**config.mk**
```make
export PLATFORM = sky130hd
export DESIGN_NAME = param_counter
export DESIGN_NICKNAME = d
export VERILOG_FILES = /design/src/rtl/param_counter.sv
export SDC_FILE = /design/constraint.sdc
export NUM_CORES = 1
export LEC_CHECK = 0
export ABC_AREA = 1
export CORE_AREA = 2 2 51 53
export DETAILED_ROUTE_END_ITERATION = 6
export DIE_AREA = 0 0 53 55
export PLACE_DENSITY = 0.75
export SYNTH_ARGS = -nofsm -noshare
export SYNTH_HDL_FRONTEND = slang
export SYNTH_SLANG_ARGS = --single-unit
```
**constraint.sdc**
```tcl
create_clock -name clk -period 1.2 [get_ports clk]
set_input_delay 0.24 -clock clk [delete_from_list [all_inputs] [get_ports clk]]
set_output_delay 0.24 -clock clk [all_outputs]
set_load 0.005 [all_outputs]
```
**src/rtl/param_counter.sv**
```systemverilog
// param_counter: parametrised up/down counter with wrap/saturate, terminal-count pulse and sticky flags
module param_counter #(
  parameter int              WIDTH    = 8,
  parameter logic [WIDTH-1:0] MAX_VAL = {WIDTH{1'b1}},
  parameter bit              SATURATE = 1'b0
) (
  input  logic             clk,
  input  logic             rst,
  input  logic [WIDTH-1:0] data_in,
  input  logic             ld,
  input  logic             inc,
  input  logic             dec,
  input  logic             clr_flags,
  output logic [WIDTH-1:0] q,
  output logic             tc,
  output logic             ovf,
  output logic             unf,
  output logic             zero
);
  logic             up, dn, at_max, at_min, hit_hi, hit_lo;
  logic [WIDTH-1:0] q_next, load_val;
  assign zero = (q == '0);
  // decode the command and boundary events; a load masks counting entirely
  always_comb begin
    up       = ~ld & inc & ~dec;
    dn       = ~ld & dec & ~inc;
    at_max   = (q == MAX_VAL);
    at_min   = (q == '0);
    hit_hi   = up & at_max;
    hit_lo   = dn & at_min;
    load_val = (data_in > MAX_VAL) ? MAX_VAL : data_in;
    q_next   = ld ? load_val :
               up ? (at_max ? (SATURATE ? q : '0) : q + 1'b1) :
               dn ? (at_min ? (SATURATE ? q : MAX_VAL) : q - 1'b1) : q;
  end
  // register count, one-cycle tc pulse and sticky flags (a new event beats clr_flags)
  always_ff @(posedge clk) begin
    if (rst) begin
      q   <= '0;
      tc  <= 1'b0;
      ovf <= 1'b0;
      unf <= 1'b0;
    end else begin
      q   <= q_next;
      tc  <= hit_hi | hit_lo;
      ovf <= hit_hi | (ovf & ~clr_flags);
      unf <= hit_lo | (unf & ~clr_flags);
    end
  end
endmodule

```
## Word-level counts from Yosys, hierarchy flattened

Index checks and enable logic that the tools add are counted.
W data, S select, Z words.

| operators by class | value |
|---|---|
| add/sub/neg operators | 2 |
| order comparisons | 1 |
| equal/unequal tests | 1 |
| multiplexer cells | 6 |
| bitwise gates (word level) | 15 |
| reductions and logical operators | 2 |

Operator list:

| operator | number |
|---|---|
| $mux W8 | 6 |
| $add A8 B1 Y8 const B | 1 |
| $and A1 B1 Y1 | 8 |
| $eq A8 B8 Y1 const B | 1 |
| $gt A8 B8 Y1 const B | 1 |
| $logic_not A8 Y1 | 1 |
| $sub A8 B1 Y8 const B | 1 |
| $not A1 Y1 | 4 |
| $or A1 B1 Y1 | 3 |
| $reduce_bool A3 Y1 | 1 |

| storage, ports and cells | value |
|---|---|
| flip-flop bits (word level) | 11 |
| input bits | 14 |
| output and inout bits | 12 |
| word-level logic and storage cells | 31 |

## Logic depth before layout (Yosys ltp)

Gate-level depths: netlist of run 1.

| logic depth | value |
|---|---|
| depth in word-level cells | 6 |
| mapped depth | 10 |
| depth with buffers taken out | 10 |

## Worst setup path after synthesis of run 1

Ideal clock, no wire load.

| timing path | value |
|---|---|
| path type | flip-flop to flip-flop |
| from | register q[0] |
| to | register q[5] |
| data arrival time | 1.214 ns |
| required time | 1.073 ns |
| setup slack | -0.141 ns |
| cell stages (with the launch flop) | 11 |
| path buffers | 0 |
| period minus slack after synthesis | 1.341 ns |
| path through | dfxtp_1 > inv_1 > ha_1 > inv_1 > nor2_2 > nand2_4 > nor2_4 > nor2_2 > nand3_1 > nand2_1 > a21oi_2 |

| between the ends | value |
|---|---|
| word-level cells in the longest chain between the ends | 5 |
| elaborated cells between the ends (all ways) | 9 |
| classes of those cells | add/sub (2); eq/ne (1); mux (5); reduce/logical (1) |

RTL lines:

| what | RTL line | text |
|---|---|---|
| from (decl) | 14 | `output logic [WIDTH-1:0] q,` |
| from (signal assigned) | 44 | `q <= q_next;` |
| $sub A8 B1 Y8 / $logic_not A8 Y1 (equally long branches) | 34, 28 |  |
| $mux W8 (2 in series) | 34 | `dn ? (at_min ? (SATURATE ? q : MAX_VAL) : q - 1'b1) : q;` |
| $mux W8 (*) | 33 | `up ? (at_max ? (SATURATE ? q : '0) : q + 1'b1) :` |
| $mux W8 (*) | 32 | `q_next = ld ? load_val :` |

Mark *: on every way between the ends. The rest lies on a longest branch, timed or not. The select of a mux whose other input is x is not followed.
A chain may end at the register's enable or synchronous reset.

## Final worst setup path of run 1

| timing path | value |
|---|---|
| from | register q[0] |
| to | register q[3] |

Same word-level chain as after synthesis.

==> impl_metrics.json, run 1 <==
{
  "gp_congestion": 0.874,
  "post_drt_wl_per_cell_um": 15.5,
  "die_area_um2": 2920,
  "cts_buffers": 3,
  "ctsHtreeMaxLevel": 1,
  "yosysWarnings": 0,
  "finalNetCount": 232,
  "cp-start-kind": "flip-flop",
  "drive_above_1_share_pct": 51.4,
  "final_core_util_pct": 72.3,
  "fillers": 180,
  "min-delay-start": "ovf$_SDFF_PP0_",
  "start_util_pct": 41.7,
  "cp_max_fo": 5,
  "placed_area_um2": 1490,
  "critPathLaunch": "q[0]$_SDFFE_PP0P_",
  "synth_area_um2": 987,
  "setup_tns_ns": -1.68,
  "worstPathCellList": "buf_6, ha_4, nand2_4, nor2_4, a21oi_2, nand2_1, nand3_2, o21ai_2, a21oi_2",
  "hold_violations": 0,
  "critical_path_class": "flip-flop to flip-flop",
  "portBuffers": 25,
  "failed_checks": "negative setup slack",
  "finalClockSkew_ns": 0.00259,
  "rows": 18,
  "synthCells": 154,
  "cpMaxStageDelayCell": "dfxtp_4",
  "p_leak_nw": 0.829,
  "ant_nets": 0,
  "max-slew-margin-rel_pct": 76.0,
  "ir_worst_vdd_mv": 0.667,
  "dr.pass1.iters": 4,
  "drt_iter0_markers": 43,
  "timing.critical_path.mode_cell": "a21oi_2",
  "cts_root_buf": "clkbuf_4",
  "tritoncts": "built",
  "r2r-start": "q[0]$_SDFFE_PP0P_",
  "layout_commonest_cell": "nand2_1",
  "area_growth_pct": 73.3,
  "fmax_ghz": 0.693,
  "p_per_area_nw_per_um2": 892,
  "cap_violations": 0,
  "worstPathRequired_ns": 1.42,
  "rsz0062_at_grt": "yes",
  "wirelength_um": 3780,
  "run_status": "finished with violations",
  "drcViolationCount": 0,
  "hold_class": "flip-flop to flip-flop",
  "diodes": 0,
  "seq_area_um2": 235,
  "design_area_um2": 1710,
  "critPathArrivalTime_ns": 1.66,
  "grt_use_total_pct": 27.2,
  "end_kind": "flip-flop",
  "cts_sinks": 11,
  "syn-num-nets": 171,
  "setup_viol": 11,
  "num_vias": 1270,
  "dp_hpwl_um": 2490,
  "overflow": 0,
  "multi_input_area_um2": 805,
  "drv_slew": 0,
  "r2r_slack_ns": -0.24,
  "finalCriticalPeriod_ns": 1.44,
  "slowest_delay_ns": 0.37,
  "core_area_um2": 2360,
  "io_pins": 26,
  "grt_pass1_vias": 1200,
  "final_cell_mix": "nand2_1 (27), buf_4 (22), buf_6 (13), inv_1 (12), nor2_1 (11)",
  "synth_cell_types": 29,
  "tightest_slew_ns": 0.360,
  "die_w_um": 53,
  "cts_hold_buf": 0,
  "cts-root-to-sink-buffers": 2,
  "ys_seq_area_share_pct": 22.3,
  "grt_first_pass_wirelength_um": 5660,
  "ys_seq_elements": 11,
  "antenna_found_initial": 0,
  "viasPerCell": 5.20,
  "fin_crit_sh_pct": 120,
  "die_h_um": 55,
  "clk_pin_slew_worst_paths_ns": 0.08,
  "clkLatencyLatePin_ns": 0.28,
  "worst_slack_ns": -0.243,
  "grt_max_degree": 10,
  "avgSynthCellArea_um2": 6.41
}
==> final cells by class <==
type	count	share of cell area [%]
flip-flops and latches	11	13.8
repair buffers	58	29.2
inverters	25	6.29
multi-input cells	116	47.0
clock buffers	4	1.54
well taps	30	2.19
==> cells by family (layout without fill, tap and decap cells) <==
family,count (synthesis),in the layout,synth area share [%]
DFF,11,11,22.3
xor gates and xnor gates,3,3,2.66
AOI/OAI and AO/OA,34,34,20.5
and+or+nand+nor,75,76,38.4
buffers and inverters,28,87,12.3
adders and majority gates,3,3,3.80
==> power breakdown <==
| part | internal, mW | total [mW] | switching [mW] |
|---|---|---|---|
| logic | 0.380 | 0.815 | 0.435 |
| clock network | 0.129 | 0.282 | 0.153 |
| registers | 0.400 | 0.429 | 0.0296 |
==> cell usage after synthesis <==
cell type | number | share of area, %
a21oi_1 | 9 | 4.6
a21oi_2 | 4 | 3.5
a22oi_1 | 1 | 0.76
a31o_2 | 1 | 0.89
buf_1 | 1 | 0.38
buf_6 | 2 | 2.3
clkinv_2 | 1 | 0.51
dfxtp_1 | 11 | 22
ha_1 | 3 | 3.8
inv_1 | 19 | 7.2
inv_2 | 5 | 1.9
nand2_1 | 34 | 13
nand2_2 | 1 | 0.63
nand2_4 | 4 | 4.6
nand3_1 | 10 | 5.1
nand3_2 | 1 | 1.0
nand4_1 | 2 | 1.3
nor2_1 | 14 | 5.3
nor2_2 | 2 | 1.3
nor2_4 | 4 | 4.6
nor3_1 | 1 | 0.51
o2111ai_1 | 1 | 0.89
o21ai_0 | 13 | 6.6
o21ai_1 | 3 | 1.5
o21ai_2 | 1 | 0.89
o221ai_1 | 1 | 0.89
or2_0 | 1 | 0.63
or2_1 | 1 | 0.63
xor2_1 | 3 | 2.7
==> path summary, 6_finish.rpt <==
path,cells past startpoint,endpoint
hold / removal,2,ovf$_SDFF_PP0_
setup / recovery,9,q[3]$_SDFFE_PP0P_
setup reg to reg,9,q[3]$_SDFFE_PP0P_
hold reg to reg,2,ovf$_SDFF_PP0_
==> stage by stage <==
step / hold slack (ns) / cells / power (mW) / worst slack, ns
floorplan: 0.410 / 154 / 0.800 / -0.0125
global placement: 0.452 / 233 / 1.10 / -0.419
global route: 0.521 / 244 / 1.60 / -0.276
detailed placement: 0.463 / 233 / 1.11 / -0.479
CTS: 0.483 / 242 / 1.44 / -0.224
finish: 0.494 / 244 / 1.53 / -0.243
==> routing by layer <==
layer	global-route usage (%)	vias up	share of wire [%]
met2	47.3	51	52
met1	33.6	588	40
met4	12.8	0	3.2
met5	0	-	0
met3	3.49	11	4.4
li1	-	620	-
==> state kept, by name, indices dropped and copies added (netlist names) <==
name	count
tc	1
q	8
ovf	1
unf	1
==> what timing repair did <==
item,4_1_cts,5_1_grt
cloned,1,0
resized for setup,70,27
pin swaps,20,19
setup endpoints to repair,22,16
setup buffers,4,2
==> critical path: cells and delay by family, from the launching register on <==
family	cells	cell delay (ns)
buffers and inverters	1	0.14
flip-flops	1	0.37
AND/OR/NAND/NOR	4	0.35
adder cells (fa/ha/maj)	1	0.16
AO/OA/AOI/OAI	3	0.35
Note: power is estimated with default switching activity, not from simulation.
==> run 2: changes to the inputs <==
--- a/config.mk
+++ b/config.mk
@@ -9,6 +9,7 @@
 export CORE_AREA = 2 2 51 53
 export DETAILED_ROUTE_END_ITERATION = 6
 export DIE_AREA = 0 0 53 55
+export MAX_ROUTING_LAYER = met4
 export PLACE_DENSITY = 0.75
 export SYNTH_ARGS = -nofsm -noshare
 export SYNTH_HDL_FRONTEND = slang
==> run 2 against run 1 <==
Compared with the run above: the run still ends with negative setup slack left; global-route usage is 0.30 points lower; core utilization is 2.1 points lower; clock-buffer cell count stayed put; largest cell class unchanged.
==> impl_metrics.json, run 2 (synthesized netlist as in run 1, its figures left out) <==
{
  "cts_buffers": 3,
  "setup_viol": 12,
  "r2r_slack_ns": -0.20,
  "fillers": 189,
  "hold_depth": 2,
  "die_w_um": 53,
  "final_cell_mix": "nand2_1 (29), buf_4 (19), inv_1 (13), buf_6 (12), nor2_1 (11)",
  "io_pins": 26,
  "die_h_um": 55,
  "p_leak_nw": 0.799,
  "clk_pin_slew_worst_paths_ns": 0.08,
  "gp_congestion": 0.995,
  "wirelength_um": 3520,
  "overflow": 0,
  "fin_crit_sh_pct": 116,
  "num_vias": 1248,
  "finalClockSkew_ns": 0.00873,
  "failed_checks": "negative setup slack",
  "grt_first_pass_wirelength_um": 5470,
  "grt_pass1_vias": 1215,
  "cts_sinks": 11,
  "timing.critical_path.mode_cell": "nor2_4",
  "seq_area_um2": 235,
  "multi_input_area_um2": 797,
  "hold_class": "flip-flop to flip-flop",
  "rows": 18,
  "viasPerCell": 5.20,
  "drv_slew": 0,
  "worstPathCellList": "inv_4, ha_4, inv_2, nor2_4, nand2_4, buf_6, nor2_4, nor2_4, nand3_2, nand2_1, a21oi_2",
  "slowest_delay_ns": 0.36,
  "drt_iter0_markers": 43,
  "ir_worst_vdd_mv": 0.683,
  "post_drt_wl_per_cell_um": 14.7,
  "antenna_found_initial": 0,
  "worst_slack_ns": -0.198,
  "run_status": "finished with violations",
  "cts-root-to-sink-buffers": 2,
  "rr_worst_depth": 11,
  "grt_max_degree": 10,
  "start_util_pct": 41.7,
  "worstPathRequired_ns": 1.41,
  "ant_nets": 0,
  "drcViolationCount": 0,
  "cp-start-kind": "flip-flop",
  "grt_use_total_pct": 26.9,
  "critPathArrivalTime_ns": 1.61,
  "critical_path_class": "flip-flop to flip-flop",
  "dr.pass1.iters": 4,
  "dp_cells": 231,
  "drive_above_1_share_pct": 49.5,
  "fmax_ghz": 0.716,
  "cpMaxStageDelayCell": "dfxtp_4",
  "layout_commonest_cell": "nand2_1",
  "diodes": 0,
  "cts_root_buf": "clkbuf_4",
  "final_core_util_pct": 70.2,
  "dp_hpwl_um": 2490,
  "portBuffers": 25,
  "die_area_um2": 2920,
  "cap_violations": 0,
  "end_kind": "flip-flop",
  "largest_register_ffs": 8,
  "clkLatencyLatePin_ns": 0.27,
  "tightest_slew_ns": 0.305,
  "area_growth_pct": 68.2,
  "max-slew-margin-rel_pct": 79.7,
  "hold_violations": 0,
  "ctsHtreeMaxLevel": 1,
  "rsz0062_at_grt": "yes",
  "tritoncts": "built",
  "place_ws_ns": -0.507,
  "p_per_area_nw_per_um2": 875,
  "setup_tns_ns": -1.68,
  "cp_max_fo": 3,
  "finalNetCount": 228,
  "core_area_um2": 2360,
  "top_register": "q",
  "finalCriticalPeriod_ns": 1.40,
  "fin_cells": 240
}
run 2: power by group:
part	internal (mW)	leakage [nW]	switching, mW
sequential	0.400	0.0936	0.0269
combinational	0.356	0.690	0.411
clock	0.129	0.0150	0.131
total	0.885	0.799	0.569
run 2: critical path, delay by kind of cell (launching register included):
| kind | cells | cell delay [ns] |
|---|---|---|
| fa+ha+maj | 1 | 0.12 |
| compound gates | 1 | 0.10 |
| simple gates | 6 | 0.53 |
| flops | 1 | 0.36 |
| buf+inv | 3 | 0.23 |
run 2: area by class of cell:
type	count	share of cell area, %
multi-input combinational	116	48.0
timing repair buffer	54	27.8
sequential	11	14.2
inverter	25	6.18
tap	30	2.26
clock buffer	4	1.58
run 2: repair_timing:
action                     CTS  global route
gates cloned                 1             0
pin swaps                   13            20
gates resized for setup     55            34
setup endpoints to repair   22            17
buffers inserted             2             2
hold buffers                 0             0
run 2: path summary, 6_finish.rpt:
check / startpoint / endpoint
max: q[0]$_SDFFE_PP0P_ / q[4]$_SDFFE_PP0P_
min: ovf$_SDFF_PP0_ / ovf$_SDFF_PP0_
max reg2reg: q[0]$_SDFFE_PP0P_ / q[4]$_SDFFE_PP0P_
min reg2reg: ovf$_SDFF_PP0_ / ovf$_SDFF_PP0_
run 2: per-layer routing:
metal	GRT usage [%]	up-vias	wire length, µm	share of wire, %
met2	47.3	52	1810	52
met3	3.76	9	200	5.7
met5	-	-	0	0
met4	12.0	0	72	2.0
li1	-	609	-	-
met1	30.8	578	1430	41
run 2: through the flow:
step           power [mW]  hold WS (ns)  cell area [µm²]
2_1_floorplan       0.800         0.410             1030
3_3_place_gp         1.09         0.453             1480
3_5_place_dp         1.09         0.462             1480
4_1_cts              1.39         0.481             1590
5_1_grt              1.55         0.520             1660
6_report             1.45         0.491             1660
==> run 3: changes to the inputs <==
==> constraint.sdc (replaced) <==
create_clock -name clk -period 1.2 [get_ports clk]
set_input_delay 0.24 -clock clk [delete_from_list [all_inputs] [get_ports clk]]
set_output_delay 0.24 -clock clk [all_outputs]
set_load 0.05 [all_outputs]
==> run 3 against run 2 <==
Compared with the run above: the run still ends with negative setup slack left; design area up 19%; non-clock buffer count is 14 higher; largest power group unchanged; setup slack lost 0.11 ns; critical endpoint is now zero; fmax down 7.3%; power increased by 25%; first-iteration DRC count is 130% higher; largest cell class unchanged; final cell count is 5.8% higher.
==> impl_metrics.json, run 3 (synthesized netlist as in run 1, its figures left out) <==
{
  "combinationalPowerShare_pct": 59.9,
  "hold_violations": 0,
  "tritoncts": "built",
  "seqPwrFrac_pct": 25.0,
  "cpLargestDelayFamily": "flip-flops",
  "worstPathRequired_ns": 0.96,
  "grt_pass1_vias": 1369,
  "dr.pass1.iters": 5,
  "portBuffers": 25,
  "area_growth_pct": 99.5,
  "failed_checks": "negative setup slack",
  "critPathArrivalTime_ns": 1.27,
  "fin_cells": 254,
  "final_core_util_pct": 83.3,
  "critical_path_class": "flip-flop to primary output",
  "p_leak_nw": 0.901,
  "p_per_area_nw_per_um2": 924,
  "p_total_mw": 1.82,
  "max-slew-margin-rel_pct": 77.0,
  "rsz0062_at_grt": "yes",
  "grt_use_total_pct": 33.2,
  "drv_slew": 0,
  "multi_input_area_um2": 823,
  "cts_root_buf": "clkbuf_4",
  "place_ws_ns": -0.448,
  "hold_class": "flip-flop to flip-flop",
  "core_area_um2": 2360,
  "diodes": 0,
  "end_kind": "primary output",
  "clkPwrFrac_pct": 15.1,
  "fillers": 127,
  "io_pins": 26,
  "cp-start-kind": "flip-flop",
  "antenna_found_initial": 0,
  "dp_hpwl_um": 2400,
  "ant_nets": 0,
  "dp_cells": 234,
  "rr_worst_depth": 9,
  "cpMaxStageDelayCell": "dfxtp_4",
  "critical_path_cell_count": 7,
  "rows": 18,
  "post_drt_wl_per_cell_um": 18.9,
  "finalCriticalPeriod_ns": 1.51,
  "final_cell_mix": "buf_4 (35), nand2_1 (28), buf_12 (12), a21oi_2 (11)",
  "largest_register_ffs": 8,
  "viasPerCell": 5.93,
  "cp_max_fo": 3,
  "num_vias": 1506,
  "drive_above_1_share_pct": 58.0,
  "finalNetCount": 242,
  "die_w_um": 53,
  "die_h_um": 55,
  "top_register": "q",
  "tightest_slew_ns": 0.344,
  "overflow": 0,
  "cts_hold_buf": 0,
  "seq_area_um2": 250,
  "worstPathCellList": "inv_4, ha_4, inv_2, nor2_4, nand2_4, clkinvlp_4, buf_12",
  "grt_first_pass_wirelength_um": 6690,
  "setup_viol": 15,
  "layout_commonest_cell": "buf_4",
  "hold_depth": 2,
  "run_status": "finished with violations",
  "drt_iter0_markers": 97,
  "worst_slack_ns": -0.307,
  "holdWs_ns": 0.532,
  "fmax_ghz": 0.663,
  "clkLatencyLatePin_ns": 0.28,
  "ir_worst_vdd_mv": 0.993,
  "die_area_um2": 2920,
  "p_sw_share_pct": 43.8,
  "gp_congestion": 0.882,
  "power_switching_uw": 797,
  "cap_violations": 0,
  "cts_sinks": 11,
  "cts-root-to-sink-buffers": 2,
  "worstPathBufferInverterCount": 4,
  "grt_max_degree": 9,
  "cts_buffers": 3,
  "slowest_delay_ns": 0.38,
  "start_util_pct": 41.7,
  "clk_pin_slew_worst_paths_ns": 0.07,
  "ctsHtreeMaxLevel": 1,
  "internal_power_mw": 1.02,
  "fin_crit_sh_pct": 126,
  "wirelength_um": 4810,
  "finalClockSkew_ns": 0.00856,
  "drcViolationCount": 0
}
## run 3: cell count changes in the layout (fill, tap and decap cells not counted), moves of 4 or more
| cell | delta |
|---|---|
| clkbuf_2 | -6 |
| buf_6 | -4 |
| dfxtp_4 | +6 |
| a21oi_2 | +4 |
| buf_12 | +12 |
| dfxtp_2 | -6 |
| buf_4 | +16 |
## run 3: final timing paths
check        slack, ns           endpoint               from
max              -0.31               zero  q[0]$_SDFFE_PP0P_
min               0.53     unf$_SDFF_PP0_     unf$_SDFF_PP0_
max reg2reg      -0.30  q[7]$_SDFFE_PP0P_  q[0]$_SDFFE_PP0P_
min reg2reg       0.53     unf$_SDFF_PP0_     unf$_SDFF_PP0_
## run 3: area by class of cell
type,count,share of cell area (%)
Timing Repair Buffer,68,36.5
Tap cell,30,1.91
Clock buffer,4,1.33
Multi-Input combinational cell,116,41.8
Inverter,25,5.72
Sequential cell,11,12.7
## run 3: power by group through the flow
stage | sequential [mW] | combinational [mW] | clock, mW
final | 0.455 | 1.09 | 0.274
after global placement | 0.457 | 0.834 | 0
after detailed placement | 0.456 | 0.847 | 0
after floorplan | 0.549 | 0.369 | 0
after CTS | 0.447 | 0.956 | 0.260
after global routing | 0.459 | 1.14 | 0.281
## run 3: metrics by stage
stage	TNS, ns	instance area, µm²
after floorplan	-1.36	1060
after global placement	-3.62	1650
after detailed placement	-4.03	1650
after CTS	-1.98	1870
after global routing	-3.25	1970
final	-2.57	1970
## run 3: layer usage
layer | wire length (µm) | part of all wire (%) | up-vias | GRT usage [%]
met5 | 0 | 0 | - | -
met4 | 352 | 7.3 | 0 | 18.8
met3 | 511 | 11 | 53 | 5.38
met2 | 2230 | 46 | 139 | 55.6
met1 | 1710 | 36 | 676 | 38.0
li1 | - | - | 638 | -
## run 3: timing repair
action	4_1_cts	5_1_grt
setup endpoints to repair	13	17
pin swaps	11	8
cloned	1	0
resized for setup	30	25
setup buffers	13	2
## run 3: tightest hold or removal path, stage by stage, from the launching register on
cell,delay [ns]
dfxtp_1,0.34
nand2_1,0.10
a21oi_2,0.05
